[config.mk]
export PLATFORM = sky130hd
export DESIGN_NAME = formula_sweep_driver
export DESIGN_NICKNAME = d
export VERILOG_FILES = /design/src/rtl/fsweep_pkg.sv /design/src/rtl/fsweep_next_vec.sv /design/src/rtl/formula_sweep_driver.sv
export SDC_FILE = /design/constraint.sdc
export NUM_CORES = 1
export LEC_CHECK = 0
export CAP_MARGIN = 30
export CORE_UTILIZATION = 50
export CTS_CLUSTER_DIAMETER = 60
export DETAILED_ROUTE_END_ITERATION = 10
export GPL_ROUTABILITY_DRIVEN = 0
export PLACE_DENSITY = 0.84
export SLEW_MARGIN = 25
export SYNTH_ARGS = -nofsm -noshare
export SYNTH_HDL_FRONTEND = slang
export SYNTH_SLANG_ARGS = --single-unit
export TNS_END_PERCENT = 5
[constraint.sdc]
create_clock -name clk -period 4.7 [get_ports clk]
set_input_delay 1.175 -clock clk [delete_from_list [all_inputs] [get_ports clk]]
set_output_delay 1.175 -clock clk [all_outputs]
set_load 0.03 [all_outputs]
[src/rtl/fsweep_pkg.sv]
// Shared types and constants for the formula sweep driver.
// The LFSR tap table is only referenced when FSWEEP_LFSR_EN is defined.
package fsweep_pkg;

  typedef enum logic [1:0] {
    IDLE  = 2'd0,
    DRIVE = 2'd1,
    CHECK = 2'd2,
    DONE  = 2'd3
  } fsweep_state_t;

  localparam int unsigned FSWEEP_MAX_W = 64;

  // Galois right-shift feedback masks for maximal-length sequences; bit (t-1) set for tap t.
  localparam logic [63:0] FSWEEP_LFSR_TAPS [0:64] = '{
    64'h0,                  64'h0,                  64'h3,                  64'h6,
    64'hC,                  64'h14,                 64'h30,                 64'h60,
    64'hB8,                 64'h110,                64'h240,                64'h500,
    64'h829,                64'h100D,               64'h2015,               64'h6000,
    64'hD008,               64'h12000,              64'h20400,              64'h40023,
    64'h90000,              64'h140000,             64'h300000,             64'h420000,
    64'hE10000,             64'h1200000,            64'h2000023,            64'h4000013,
    64'h9000000,            64'h14000000,           64'h20000029,           64'h48000000,
    64'h80200003,           64'h1_0008_0000,        64'h2_0400_0003,        64'h5_0000_0000,
    64'h8_0100_0000,        64'h10_0000_001F,       64'h20_0000_0031,       64'h44_0000_0000,
    64'hA0_0014_0000,       64'h120_0000_0000,      64'h300_000C_0000,      64'h630_0000_0000,
    64'hC00_0003_0000,      64'h1B00_0000_0000,     64'h3000_0300_0000,     64'h4200_0000_0000,
    64'hC000_0018_0000,     64'h1_0080_0000_0000,   64'h3_0000_00C0_0000,   64'h6_000C_0000_0000,
    64'h9_0000_0000_0000,   64'h18_0030_0000_0000,  64'h30_0000_0003_0000,  64'h40_0000_4000_0000,
    64'hC0_0006_0000_0000,  64'h102_0000_0000_0000, 64'h200_0040_0000_0000, 64'h600_0030_0000_0000,
    64'hC00_0000_0000_0000, 64'h1800_3000_0000_0000, 64'h3000_0000_0000_0030, 64'h6000_0000_0000_0000,
    64'hD800_0000_0000_0000
  };

  function automatic logic [63:0] all_ones(input int unsigned w);
    logic [63:0] r;
    if (w >= FSWEEP_MAX_W) begin
      r = {64{1'b1}};
    end else begin
      r = (64'd1 << w) - 64'd1;
    end
    return r;
  endfunction

endpackage

[src/rtl/fsweep_next_vec.sv]
// Next-assignment generator: binary incrementer by default, Galois LFSR when
// FSWEEP_LFSR_EN is defined (then is_last flags the step that returns to first_vec).
module fsweep_next_vec
  import fsweep_pkg::*;
#(
  parameter int unsigned N_IN = 61
) (
  input  logic [N_IN-1:0] cur,
`ifdef FSWEEP_LFSR_EN
  input  logic [N_IN-1:0] first_vec,
`endif
  output logic [N_IN-1:0] nxt,
  output logic            is_last
);

`ifdef FSWEEP_LFSR_EN
  localparam logic [63:0]     TAPS64 = FSWEEP_LFSR_TAPS[N_IN];
  localparam logic [N_IN-1:0] MASK   = TAPS64[N_IN-1:0];

  always_comb begin
    nxt     = {1'b0, cur[N_IN-1:1]} ^ (cur[0] ? MASK : {N_IN{1'b0}});
    is_last = (nxt == first_vec);
  end
`else
  localparam logic [63:0]     ONES64 = all_ones(N_IN);
  localparam logic [N_IN-1:0] ONES   = ONES64[N_IN-1:0];

  always_comb begin
    nxt     = cur + {{(N_IN-1){1'b0}}, 1'b1};
    is_last = (cur == ONES);
  end
`endif

endmodule

[src/rtl/formula_sweep_driver.sv]
// Sweeps formula input assignments two cycles each and stops on the first o_1=0.
// Define FSWEEP_LFSR_EN to step through an LFSR sequence instead of counting.
module formula_sweep_driver
  import fsweep_pkg::*;
#(
  parameter int unsigned N_IN  = 61,
  parameter int unsigned CNT_W = 32
) (
  input  logic             clk,
  input  logic             rst,
  input  logic             start,
  input  logic             abort,
  input  logic [N_IN-1:0]  start_vec,
  input  logic [CNT_W-1:0] max_count,
  output logic [N_IN-1:0]  vec_o,
  output logic             vec_valid,
  input  logic             f_in,
  output logic             busy,
  output logic             done,
  output logic             fail,
  output logic             wrapped,
  output logic [N_IN-1:0]  cex_vec,
  output logic [CNT_W-1:0] tested_count
);

  localparam logic [CNT_W-1:0] CNT_MAX = {CNT_W{1'b1}};
  localparam logic [CNT_W-1:0] CNT_ONE = {{(CNT_W-1){1'b0}}, 1'b1};

  fsweep_state_t    state_q, state_d;
  logic [N_IN-1:0]  vec_q, vec_d;
  logic [N_IN-1:0]  cex_q, cex_d;
  logic [CNT_W-1:0] cnt_q, cnt_d;
  logic [CNT_W-1:0] budget_q, budget_d;
  logic             valid_q, valid_d;
  logic             busy_q, busy_d;
  logic             done_q, done_d;
  logic             fail_q, fail_d;
  logic             wrapped_q, wrapped_d;
  logic [N_IN-1:0]  load_vec_s;
  logic [N_IN-1:0]  nxt_s;
  logic             is_last_s;
  logic [CNT_W-1:0] cnt_inc_s;

`ifdef FSWEEP_LFSR_EN
  logic [N_IN-1:0]  first_q, first_d;

  // An all-zero seed would lock the LFSR, so it is replaced by 1.
  assign load_vec_s = (start_vec == {N_IN{1'b0}}) ? {{(N_IN-1){1'b0}}, 1'b1} : start_vec;
`else
  assign load_vec_s = start_vec;
`endif

  assign cnt_inc_s = cnt_q + CNT_ONE;

  fsweep_next_vec #(.N_IN(N_IN)) u_next (
    .cur       (vec_q),
`ifdef FSWEEP_LFSR_EN
    .first_vec (first_q),
`endif
    .nxt       (nxt_s),
    .is_last   (is_last_s)
  );

  always_comb begin
    state_d   = state_q;
    vec_d     = vec_q;
    cex_d     = cex_q;
    cnt_d     = cnt_q;
    budget_d  = budget_q;
    fail_d    = fail_q;
    wrapped_d = wrapped_q;
`ifdef FSWEEP_LFSR_EN
    first_d   = first_q;
`endif
    case (state_q)
      IDLE: begin
        if (start && !abort) begin
          fail_d    = 1'b0;
          wrapped_d = 1'b0;
          cnt_d     = {CNT_W{1'b0}};
          budget_d  = max_count;
`ifdef FSWEEP_LFSR_EN
          first_d   = load_vec_s;
`endif
          if (max_count == {CNT_W{1'b0}}) begin
            state_d = DONE;
          end else begin
            vec_d   = load_vec_s;
            state_d = DRIVE;
          end
        end else begin
          state_d = IDLE;
        end
      end
      DRIVE: state_d = CHECK;
      CHECK: begin
        cnt_d = (cnt_q == CNT_MAX) ? cnt_q : cnt_inc_s;
        // Falsification outranks budget exhaustion, which outranks wrap-around.
        if (!f_in) begin
          fail_d  = 1'b1;
          cex_d   = vec_q;
          state_d = DONE;
        end else if (cnt_inc_s == budget_q) begin
          state_d = DONE;
        end else if (is_last_s) begin
          wrapped_d = 1'b1;
          state_d   = DONE;
        end else begin
          vec_d   = nxt_s;
          state_d = DRIVE;
        end
      end
      DONE:    state_d = IDLE;
      default: state_d = IDLE;
    endcase

    if (abort && (state_q != IDLE)) begin
      state_d   = IDLE;
      fail_d    = 1'b0;
      wrapped_d = 1'b0;
      cex_d     = {N_IN{1'b0}};
      cnt_d     = {CNT_W{1'b0}};
    end else begin
      state_d = state_d;
    end

    if ((state_d == IDLE) || (state_d == DONE)) begin
      vec_d = {N_IN{1'b0}};
    end else begin
      vec_d = vec_d;
    end

    valid_d = (state_d == DRIVE) || (state_d == CHECK);
    busy_d  = valid_d;
    done_d  = (state_d == DONE);
  end

  always_ff @(posedge clk) begin
    if (rst) begin
      state_q   <= IDLE;
      vec_q     <= {N_IN{1'b0}};
      cex_q     <= {N_IN{1'b0}};
      cnt_q     <= {CNT_W{1'b0}};
      budget_q  <= {CNT_W{1'b0}};
      valid_q   <= 1'b0;
      busy_q    <= 1'b0;
      done_q    <= 1'b0;
      fail_q    <= 1'b0;
      wrapped_q <= 1'b0;
`ifdef FSWEEP_LFSR_EN
      first_q   <= {N_IN{1'b0}};
`endif
    end else begin
      state_q   <= state_d;
      vec_q     <= vec_d;
      cex_q     <= cex_d;
      cnt_q     <= cnt_d;
      budget_q  <= budget_d;
      valid_q   <= valid_d;
      busy_q    <= busy_d;
      done_q    <= done_d;
      fail_q    <= fail_d;
      wrapped_q <= wrapped_d;
`ifdef FSWEEP_LFSR_EN
      first_q   <= first_d;
`endif
    end
  end

  assign vec_o        = vec_q;
  assign vec_valid    = valid_q;
  assign busy         = busy_q;
  assign done         = done_q;
  assign fail         = fail_q;
  assign wrapped      = wrapped_q;
  assign cex_vec      = cex_q;
  assign tested_count = cnt_q;

endmodule
==> results.py <==
metrics = {
    "global_route": {
        "grt_usage_pct": 33.59,
        "grt_start_max_net_pins": 73,
        "antenna_found_initial": 0,
        "grt_overflow": 0,
        "grt_pass1_vias": 11030,
        "grt_pass1_wl_mm": 57.79,
    },
    "synthesis": {
        "ys_seq_area_share_pct": 37.14,
        "yosysTopAreaCell": "dfxtp_1",
        "synth_area_mm2": 0.01035,
        "synth-seq-cells": 192,
        "yosysWarnings": 0,
        "postSynthCellCount": 1417,
        "synth_top_area_share_pct": 37.14,
        "syn_nets": 1518,
        "syn_avg_cell_area_um2": 7.304,
        "synth.distinct_cells": 65,
        "synthArstFlopShare_pct": 0,
        "synthTopCellsByArea": "dfxtp_1, nand2_1, a21oi_1, o21ai_0, clkbuf_1",
        "synthTopCellsByCount": "nand2_1, dfxtp_1, a21oi_1",
        "synth.most_common_cell": "nand2_1",
        "synth_top_flop_cell": "dfxtp_1",
        "synth-edff-count": 0,
    },
    "timing": {
        "min_period_ps": 4284,
        "clock.fmax_ghz": 0.2334,
        "hold_slack_ps": 454.0,
        "slew_headroom_pct": 31.48,
        "fin_setup_tns_ps": 0,
        "setup_viol": 0,
        "finalWorstSetupSlack_ps": 415.9,
        "skew_ps": 9.053,
        "tightest_slew_ps": 1026,
        "hold_viol": 0,
        "fin_crit_sh_pct": 91.15,
        "rsz0062_at_grt": "no",
        "slew_violations": 0,
    },
    "route": {
        "routed-via-count": 11910,
        "routed_via_density": 6.288,
        "drt-wirelength-per-cell_um": 19.10,
        "postRouteAntennaNets": 0,
        "drt-pass1-iter-count": 5,
        "drc": 0,
        "wl_mm": 36.18,
        "drt_iter0_markers": 1261,
    },
    "finish": {
        "seqCellArea_mm2": 0.003844,
        "layoutNonFillerInstCount": 1894,
        "fillers": 1705,
        "finalNetCount": 1712,
        "final_cell_area_mm2": 0.01374,
        "multi_input_area_mm2": 0.006077,
        "final_util_pct": 67.92,
        "drive_above_1_share_pct": 5.603,
        "antenna_cells": 0,
        "areaGrowthSynthToFinish_pct": 32.79,
    },
    "power": {
        "p_leak_nw": 4.404,
        "powerDensity_mw_per_mm2": 268.3,
        "power_frac_clock_pct": 40.2,
        "power_frac_seq_pct": 46.1,
        "p_total_mw": 3.688,
        "p_int_mw": 2.700,
        "switching_share_pct": 26.78,
        "p_switching_mw": 0.9876,
        "peakVddDrop_mv": 0.2694,
        "p_comb_share_pct": 13.8,
    },
    "worst_setup_path": {
        "setup.worst_path.class": "flip-flop to flip-flop",
        "arrival_ps": 4600,
        "end_kind": "flip-flop",
        "startpoint_type": "flip-flop",
        "required_ps": 5020,
        "cp_max_fo": 52,
    },
    "clock_tree": {
        "clock_latency_ps": 440,
        "cts-buffers-inserted": 17,
        "cts.sinks": 192,
        "clk_pin_slew_ps": 70,
        "cts_tree": "done",
        "cts_buffer_depth": 2,
        "htreeDepth": 4,
        "cts_root_buf": "clkbuf_16",
    },
    "place": {
        "hpwl_mm": 25.71,
        "io_buffers": 256,
        "dp_cells": 1862,
        "pre_cts_ws_ps": 566.2,
        "placed_area_mm2": 0.01314,
    },
    "floorplanning": {
        "dieWidth_um": 145.9,
        "die_area_mm2": 0.02128,
        "start_util_pct": 51.15,
        "io_pins": 257,
        "num_rows": 52,
        "core_mm2": 0.02023,
        "die_h_um": 145.9,
    },
    "worst_hold_path": {
        "hp-class": "flip-flop to flip-flop",
    },
    "outcome": {
        "status": "finished clean",
    },
    "job": {
        "cap_violations": 0,
    },
}
==> power groups by stage <==
stage                     registers (mW)  logic, mW  clock network, mW
after floorplan                     1.75      0.251                  0
after global placement              1.73      0.481                  0
after detailed placement            1.73      0.494                  0
after CTS                           1.70      0.498               1.49
after global routing                1.70      0.542               1.57
final                               1.70      0.507               1.48
==> routing by layer <==
metal / GRT usage, % / vias to the layer above / share of wire, % / routed length [um]
met5: 0 / - / 0 / 0
met4: 16.42 / 0 / 4.2 / 1531
met3: 7.304 / 133 / 11 / 4002
met2: 53.66 / 740 / 46 / 16570
met1: 42.89 / 5512 / 39 / 14080
li1: - / 5525 / - / -
==> sequential cells by signal, summed over array words and instances (netlist names) <==
register and cells:
done 1, budget_q 32, state_q 2, vec_o 61
tested_count 32, fail 1, cex_vec 61, busy 1
wrapped 1
==> what timing repair did <==
action / CTS / global route
hold buffers: 0 / 0
resized for setup: 0 / 2
endpoints found under the hold margin: 0 / 0
buffers inserted: 0 / 0
endpoints found under the setup margin: 0 / 21
==> logic make-up (layout without fill, tap and decap cells) <==
kind of cell	after synthesis	after routing	synth area share, %
AO/OA/AOI/OAI	411	411	24.21
XOR/XNOR	46	46	3.893
adder cells (fa/ha/maj)	3	3	0.3627
buffers and inverters	123	330	4.751
flip-flops	192	192	37.14
multiplexers	5	5	0.4957
AND/OR/NAND/NOR	637	637	29.15
==> worst max-delay path: stages, from the launching register on <==
cell	delay, ps
dfxtp_1	410
ha_1	340
nand4_1	300
nor4_2	390
xnor2_1	120
a2111oi_1	510
buf_4	200
nand4_1	90
nor4_2	380
nand4_1	160
a21boi_0	210
ha_1	260
nand2b_2	120
buf_12	260
nor2_1	120
a32o_1	250
==> cells in the final DEF, fill, tap and decap left out, types with 4 or more instances in the layout <==
| cell type | netlist | layout |
|---|---|---|
| nand3b_1 | 11 | 11 |
| nor3_1 | 38 | 37 |
| o31ai_1 | 16 | 16 |
| nand4b_1 | 5 | 5 |
| mux2i_1 | 4 | 4 |
| a31oi_1 | 31 | 31 |
| a22oi_1 | 5 | 5 |
| nor4_2 | 3 | 4 |
| nand2_1 | 313 | 313 |
| nand3_1 | 42 | 42 |
| nand4_1 | 42 | 42 |
| or3_1 | 11 | 11 |
| a21oi_1 | 162 | 160 |
| buf_4 | 1 | 29 |
| a211oi_1 | 34 | 34 |
| clkbuf_16 | 0 | 17 |
| or4_1 | 11 | 11 |
| o21ai_0 | 92 | 92 |
| inv_1 | 9 | 9 |
| a32o_1 | 21 | 21 |
| xor2_1 | 14 | 14 |
| clkdlybuf4s50_1 | 0 | 256 |
| xnor2_1 | 32 | 32 |
| and3_1 | 19 | 19 |
| o22ai_1 | 12 | 12 |
| nand2b_1 | 7 | 4 |
| and4_1 | 9 | 9 |
| nor4_1 | 19 | 18 |
| nor2_1 | 79 | 76 |
| and2_1 | 10 | 10 |
| o32ai_1 | 8 | 8 |
| dfxtp_1 | 192 | 192 |
| nor2b_1 | 5 | 5 |
==> worst paths after layout <==
| path | slack, ps | startpoint | cells past startpoint | endpoint |
|---|---|---|---|---|
| setup / recovery | 420 | tested_count[1] | 15 | vec_o[40] |
| hold / removal | 450 | cex_vec[15] | 2 | cex_vec[15] |
| setup reg to reg | 420 | tested_count[1] | 15 | vec_o[40] |
| hold reg to reg | 450 | cex_vec[15] | 2 | cex_vec[15] |
==> area by class of cell <==
type / instances / share of cell area (%)
Inverter: 10 / 0.2731
Sequential cell: 192 / 27.97
Timing Repair Buffer: 288 / 20.72
Clock buffer: 21 / 3.423
Multi-Input combinational cell: 1102 / 44.22
Clock inverter: 11 / 0.9377
Tap cell: 270 / 2.458
Power figures use the tool's default switching activity.
